<file path="src/rtl/opb_register_simulink2ppc.sv">
// OPB slave publishing a fabric-captured 32-bit word plus a status word to the CPU.
// Define SIMULINK2PPC_HOLD_EN to keep the first unread value instead of the latest.
module opb_register_simulink2ppc #(
    parameter logic [31:0] C_BASEADDR   = 32'h0108E800,
    parameter logic [31:0] C_HIGHADDR   = 32'h0108E8FF,
    parameter int          C_OPB_AWIDTH = 32,
    parameter int          C_OPB_DWIDTH = 32,
    parameter              C_FAMILY     = "virtex5"
) (
    input  logic                    OPB_Clk,
    input  logic                    OPB_Rst_n,
    input  logic [0:C_OPB_AWIDTH-1] OPB_ABus,
    input  logic [0:3]              OPB_BE,
    input  logic [0:C_OPB_DWIDTH-1] OPB_DBus,
    input  logic                    OPB_RNW,
    input  logic                    OPB_select,
    input  logic                    OPB_seqAddr,
    output logic [0:C_OPB_DWIDTH-1] Sl_DBus,
    output logic                    Sl_errAck,
    output logic                    Sl_retry,
    output logic                    Sl_toutSup,
    output logic                    Sl_xferAck,
    input  logic [31:0]             user_data_in,
    input  logic                    user_data_valid
);

    typedef enum logic [1:0] {
        IDLE = 2'd0,
        ACK  = 2'd1,
        HOLD = 2'd2
    } state_e;

    state_e state_q, state_d;

    logic                    rnw_q;
    logic                    regsel_q;
    logic [0:C_OPB_DWIDTH-1] rdata_q;

    logic [31:0] cap_q, cap_d;
    logic        fresh_q, fresh_d;
    logic        ovr_q, ovr_d;
    logic [15:0] cnt_q, cnt_d;

    logic        hit;
    logic        start;
    logic        in_ack;
    logic        rd_data_ack;
    logic        st_wr_ack;
    logic        pending;
    logic        load;
    logic [31:0] status;

    logic unused_ok;
    assign unused_ok = ^{OPB_BE, OPB_DBus, OPB_seqAddr, C_FAMILY};

    assign hit = OPB_select
              && (OPB_ABus >= C_BASEADDR)
              && (OPB_ABus <= C_HIGHADDR);

    assign start  = (state_q == IDLE) && hit;
    assign in_ack = (state_q == ACK);

    assign rd_data_ack = in_ack &&  rnw_q && !regsel_q;
    assign st_wr_ack   = in_ack && !rnw_q &&  regsel_q;

    assign status = {cnt_q, 14'd0, ovr_q, fresh_q};

    // FSM: state register
    always_ff @(posedge OPB_Clk or negedge OPB_Rst_n) begin
        if (!OPB_Rst_n) begin
            state_q <= IDLE;
        end else begin
            state_q <= state_d;
        end
    end

    // FSM: next state
    always_comb begin
        state_d = state_q;
        unique case (state_q)
            IDLE: begin
                if (hit) begin
                    state_d = ACK;
                end
            end
            ACK: begin
                state_d = HOLD;
            end
            HOLD: begin
                if (!OPB_select) begin
                    state_d = IDLE;
                end
            end
            default: begin
                state_d = IDLE;
            end
        endcase
    end

    // FSM: outputs; read data only drives the bus during a read ack
    always_comb begin
        Sl_xferAck = in_ack;
        Sl_DBus    = '0;
        if (in_ack && rnw_q) begin
            Sl_DBus = rdata_q;
        end
    end

    assign Sl_errAck  = 1'b0;
    assign Sl_retry   = 1'b0;
    assign Sl_toutSup = 1'b0;

    // Read data is sampled in the request cycle and presented in the ack cycle
    always_ff @(posedge OPB_Clk or negedge OPB_Rst_n) begin
        if (!OPB_Rst_n) begin
            rnw_q    <= 1'b0;
            regsel_q <= 1'b0;
            rdata_q  <= '0;
        end else if (start) begin
            rnw_q    <= OPB_RNW;
            regsel_q <= OPB_ABus[29];
            if (!OPB_RNW) begin
                rdata_q <= '0;
            end else if (OPB_ABus[29]) begin
                rdata_q <= status;
            end else begin
                rdata_q <= cap_q;
            end
        end
    end

    // A read consuming fresh in this cycle means the new value is not an overrun
    assign pending = fresh_q && !rd_data_ack;

`ifdef SIMULINK2PPC_HOLD_EN
    assign load = user_data_valid && !pending;
`else
    assign load = user_data_valid;
`endif

    always_comb begin
        cap_d   = cap_q;
        fresh_d = fresh_q;
        ovr_d   = ovr_q;
        cnt_d   = cnt_q;

        if (load) begin
            cap_d = user_data_in;
        end

        if (user_data_valid) begin
            fresh_d = 1'b1;
        end else if (rd_data_ack) begin
            fresh_d = 1'b0;
        end

        if (st_wr_ack) begin
            ovr_d = 1'b0;
            cnt_d = 16'd0;
        end else if (user_data_valid && pending) begin
            ovr_d = 1'b1;
        end

        if (user_data_valid) begin
            cnt_d = cnt_d + 16'd1;
        end
    end

    always_ff @(posedge OPB_Clk or negedge OPB_Rst_n) begin
        if (!OPB_Rst_n) begin
            cap_q   <= 32'd0;
            fresh_q <= 1'b0;
            ovr_q   <= 1'b0;
            cnt_q   <= 16'd0;
        end else begin
            cap_q   <= cap_d;
            fresh_q <= fresh_d;
            ovr_q   <= ovr_d;
            cnt_q   <= cnt_d;
        end
    end

endmodule

</file>
<file path="config.mk">
export PLATFORM = sky130hd
export DESIGN_NAME = opb_register_simulink2ppc
export DESIGN_NICKNAME = d
export VERILOG_FILES = /design/src/rtl/opb_register_simulink2ppc.sv
export SDC_FILE = /design/constraint.sdc
export NUM_CORES = 1
export LEC_CHECK = 0
export ABC_AREA = 1
export CAP_MARGIN = 20
export CELL_PAD_IN_SITES_DETAIL_PLACEMENT = 1
export CELL_PAD_IN_SITES_GLOBAL_PLACEMENT = 2
export CORE_ASPECT_RATIO = 1.4
export CORE_MARGIN = 5
export CORE_UTILIZATION = 26
export DETAILED_ROUTE_END_ITERATION = 16
export HOLD_SLACK_MARGIN = 0.1
export PLACE_DENSITY = 0.78
export SLEW_MARGIN = 30
export SYNTH_ARGS = -nofsm -noshare
export SYNTH_HDL_FRONTEND = slang
export SYNTH_SLANG_ARGS = --single-unit
</file>
<file path="constraint.sdc">
create_clock -name OPB_Clk -period 2.23 [get_ports OPB_Clk]
set_input_delay 0.446 -clock OPB_Clk [delete_from_list [all_inputs] [get_ports OPB_Clk]]
set_output_delay 0.446 -clock OPB_Clk [all_outputs]
set_load 0.1 [all_outputs]
</file>
==> metrics.txt <==
Initial Util=26.32%; Crit. End Element=output pin; Async SR Flop Fraction=100.0%; GRT Total Usage=14.04%; first-pass GRT wire length=22070 µm; via count=3945; via/cell ratio=4.561; Die W=119.8 µm; port bufs=94; Setup CP Type=flip-flop to output pin; yosys warns=0; ANT nets after route=0; final setup vio count=0; crit path cell chain=inv_2, nand2_1, nor2_1, inv_2, buf_12, nor2_1, buf_12; CTS tree=built; grt total ovfl=0; R2R cell count=12; total CTS buffers=9; # clock sinks=86; Pre-antenna DRT Iters=4; Leak=0.002929 µW; most frequent cells in the layout=164 x nand2_1, 86 x dfrtp_1, 73 x inv_1; synthesized instance count=567; Post-synth EDFFs=0; Tcrit/Tclk final=95.85%; HP Class=flip-flop to flip-flop; antenna diode instance count=0; FF-to-FF End=cnt_q[10]; Post-Syn Area=4389 µm²; vias in the first global route=4403; status=completed; die area=19620 µm²; Cell Rows=56; Max Cap Viol=0; Fin. Hold Viols=0; Reg2Reg Setup Slack=190 ps; sequential area share after synthesis=49.03%; CP required=1780 ps; crit path max fanout=24; Reg area=2152 µm²; CP peak stage delay=410 ps; Max Transition Viols Final=0; worst-skew pair later-pin latency=340 ps; Iteration-0 DRC Markers=111; pre-CTS WS=31.24 ps; Core Box Area=16680 µm²; CP Launch Type=flip-flop; Clk pin slew, worst setup/hold paths=60 ps; post-synthesis register bit count=86; worst setup path start=state_q[1]; largest net degree at the start of global routing=39; residual DRC count=0; share of cells above drive strength 1=13.44%; Pwr per Cell Area=650.7 nW/µm²; CTS max path bufs=2; nets@finish=765; Fillers=1955; initial antenna violation count=0; Setup Buffers After CTS=0; crit path capture=Sl_DBus[18]; max frequency=467.9 MHz; crit path time final=2137 ps; slowest CP cell=dfrtp_1; Worst Skew=8.974 ps; Worst Path Arrival=1690 ps; Multi-input gate area=1790 µm²; peak supply drop=0.3050 mV; Root Driver=clkbuf_16; final WL=13060 µm; Post-Place Cells=849; Die Y-Extent=163.7 µm; commonest non-fill, non-tap cell in the layout=nand2_1; Finished Layout Cells=865; synthesized area per cell=7.741 µm²; gp weighted congestion=0.7656; Final WS setup=92.62 ps; Synth cell types=32; ys flop type=dfrtp_1; Avg WL per Cell=15.10 µm; Final HPWL DP=9583 µm; worst r2r src=regsel_q; Power Total=4045 µW; area delta synth->final=41.65%; H-Tree Depth=3; IO Pins=142; RSZ-0062 raised after global routing=yes
==> cell usage after synthesis, types with 2 or more instances <==
| cell | n | area share (%) |
|---|---|---|
| nand3b_1 | 16 | 2.7 |
| nor3_2 | 2 | 0.46 |
| buf_2 | 3 | 0.34 |
| dfrtp_1 | 86 | 49 |
| nand2_1 | 164 | 14 |
| xor2_1 | 7 | 1.4 |
| clkbuf_1 | 16 | 1.4 |
| o21ai_0 | 70 | 8.0 |
| buf_4 | 4 | 0.68 |
| nor3_1 | 2 | 0.23 |
| xnor2_1 | 2 | 0.40 |
| nand4_1 | 5 | 0.71 |
| nor2_1 | 59 | 5.0 |
| inv_1 | 74 | 6.3 |
| inv_2 | 3 | 0.26 |
| buf_1 | 4 | 0.34 |
| buf_8 | 3 | 1.0 |
| nand4_4 | 2 | 0.97 |
| nand3_1 | 29 | 3.3 |
| nor2_2 | 4 | 0.57 |
==> timing repair <==
action                                  4_1_cts  5_1_grt
hold buffers                                  1        0
resized for setup                             5        3
endpoints found under the setup margin       13       23
endpoints found under the hold margin        30        0
==> report_power, final <==
group,leakage (µW),internal (µW),switching [µW]
registers,0.00109,1700,124
logic,0.00171,294,410
clock network,0.000135,870,645
==> how the worst min path moves through the flow <==
stage / to / slack [ps] / cells past startpoint / startpoint
detailed placement: cap_q[17] / 420 / 1 / OPB_Rst_n
floorplan: cap_q[0] / 150 / 0 / OPB_Rst_n
CTS: cap_q[15] / 480 / 2 / cap_q[15]
global placement: cap_q[16] / 410 / 1 / OPB_Rst_n
global route: cap_q[11] / 490 / 2 / cap_q[11]
finish: cap_q[15] / 480 / 2 / cap_q[15]
==> per-stage QoR <==
step | TNS [ps] | instance area, µm² | util [%] | hold WS [ps]
after detailed placement | 0 | 5892 | 35.33 | 424.3
after CTS | 0 | 6207 | 37.22 | 475.1
after floorplan | -11760 | 4397 | - | 150.4
after global routing | -497.3 | 6217 | 37.28 | 490.7
after global placement | 0 | 5892 | 35.33 | 412.2
final | 0 | 6217 | 37.28 | 475.0
==> final cells by class <==
class / instances / share of cell area (%)
sequential: 86 / 34.61
clock inverter: 6 / 1.127
timing repair buffer: 110 / 23.10
tap: 203 / 4.085
multi-input combinational: 374 / 28.80
inverter: 77 / 4.649
clock buffer: 9 / 3.622
==> worst max-delay path: cells and delay by family, from the launching register on <==
family                 cells  cell delay (ps)
buffers and inverters      4              570
flip-flops                 1              410
AND/OR/NAND/NOR            3              370
==> sequential cells by signal, indices dropped and copies added, names as in the netlist <==
| register | cells |
|---|---|
| cnt_q | 16 |
| fresh_q | 1 |
| ovr_q | 1 |
| rdata_q | 32 |
| state_q | 2 |
| rnw_q | 1 |
| regsel_q | 1 |
| cap_q | 32 |
==> routing by layer <==
metal  GRT usage [%]  routed length [µm]  vias to the layer above  part of all wire [%]
li1                -                   -                     1928                     -
met1           16.26                5119                     1914                    39
met2           26.29                7087                       84                    54
met3           1.722                 549                       19                   4.2
met4           5.315                 305                        0                   2.3
met5               0                   0                        -                     0
==> kinds of logic after synthesis <==
family                   after synthesis  synth area share, %
buffers and inverters                109                10.80
adder cells (fa/ha/maj)                1               0.2850
AND/OR/NAND/NOR                      288                29.56
XOR/XNOR                               9                1.796
AO/OA/AOI/OAI                         73                8.438
flip-flops                            86                49.03
other                                  1              0.08544
(Power assumes the default switching activity.)
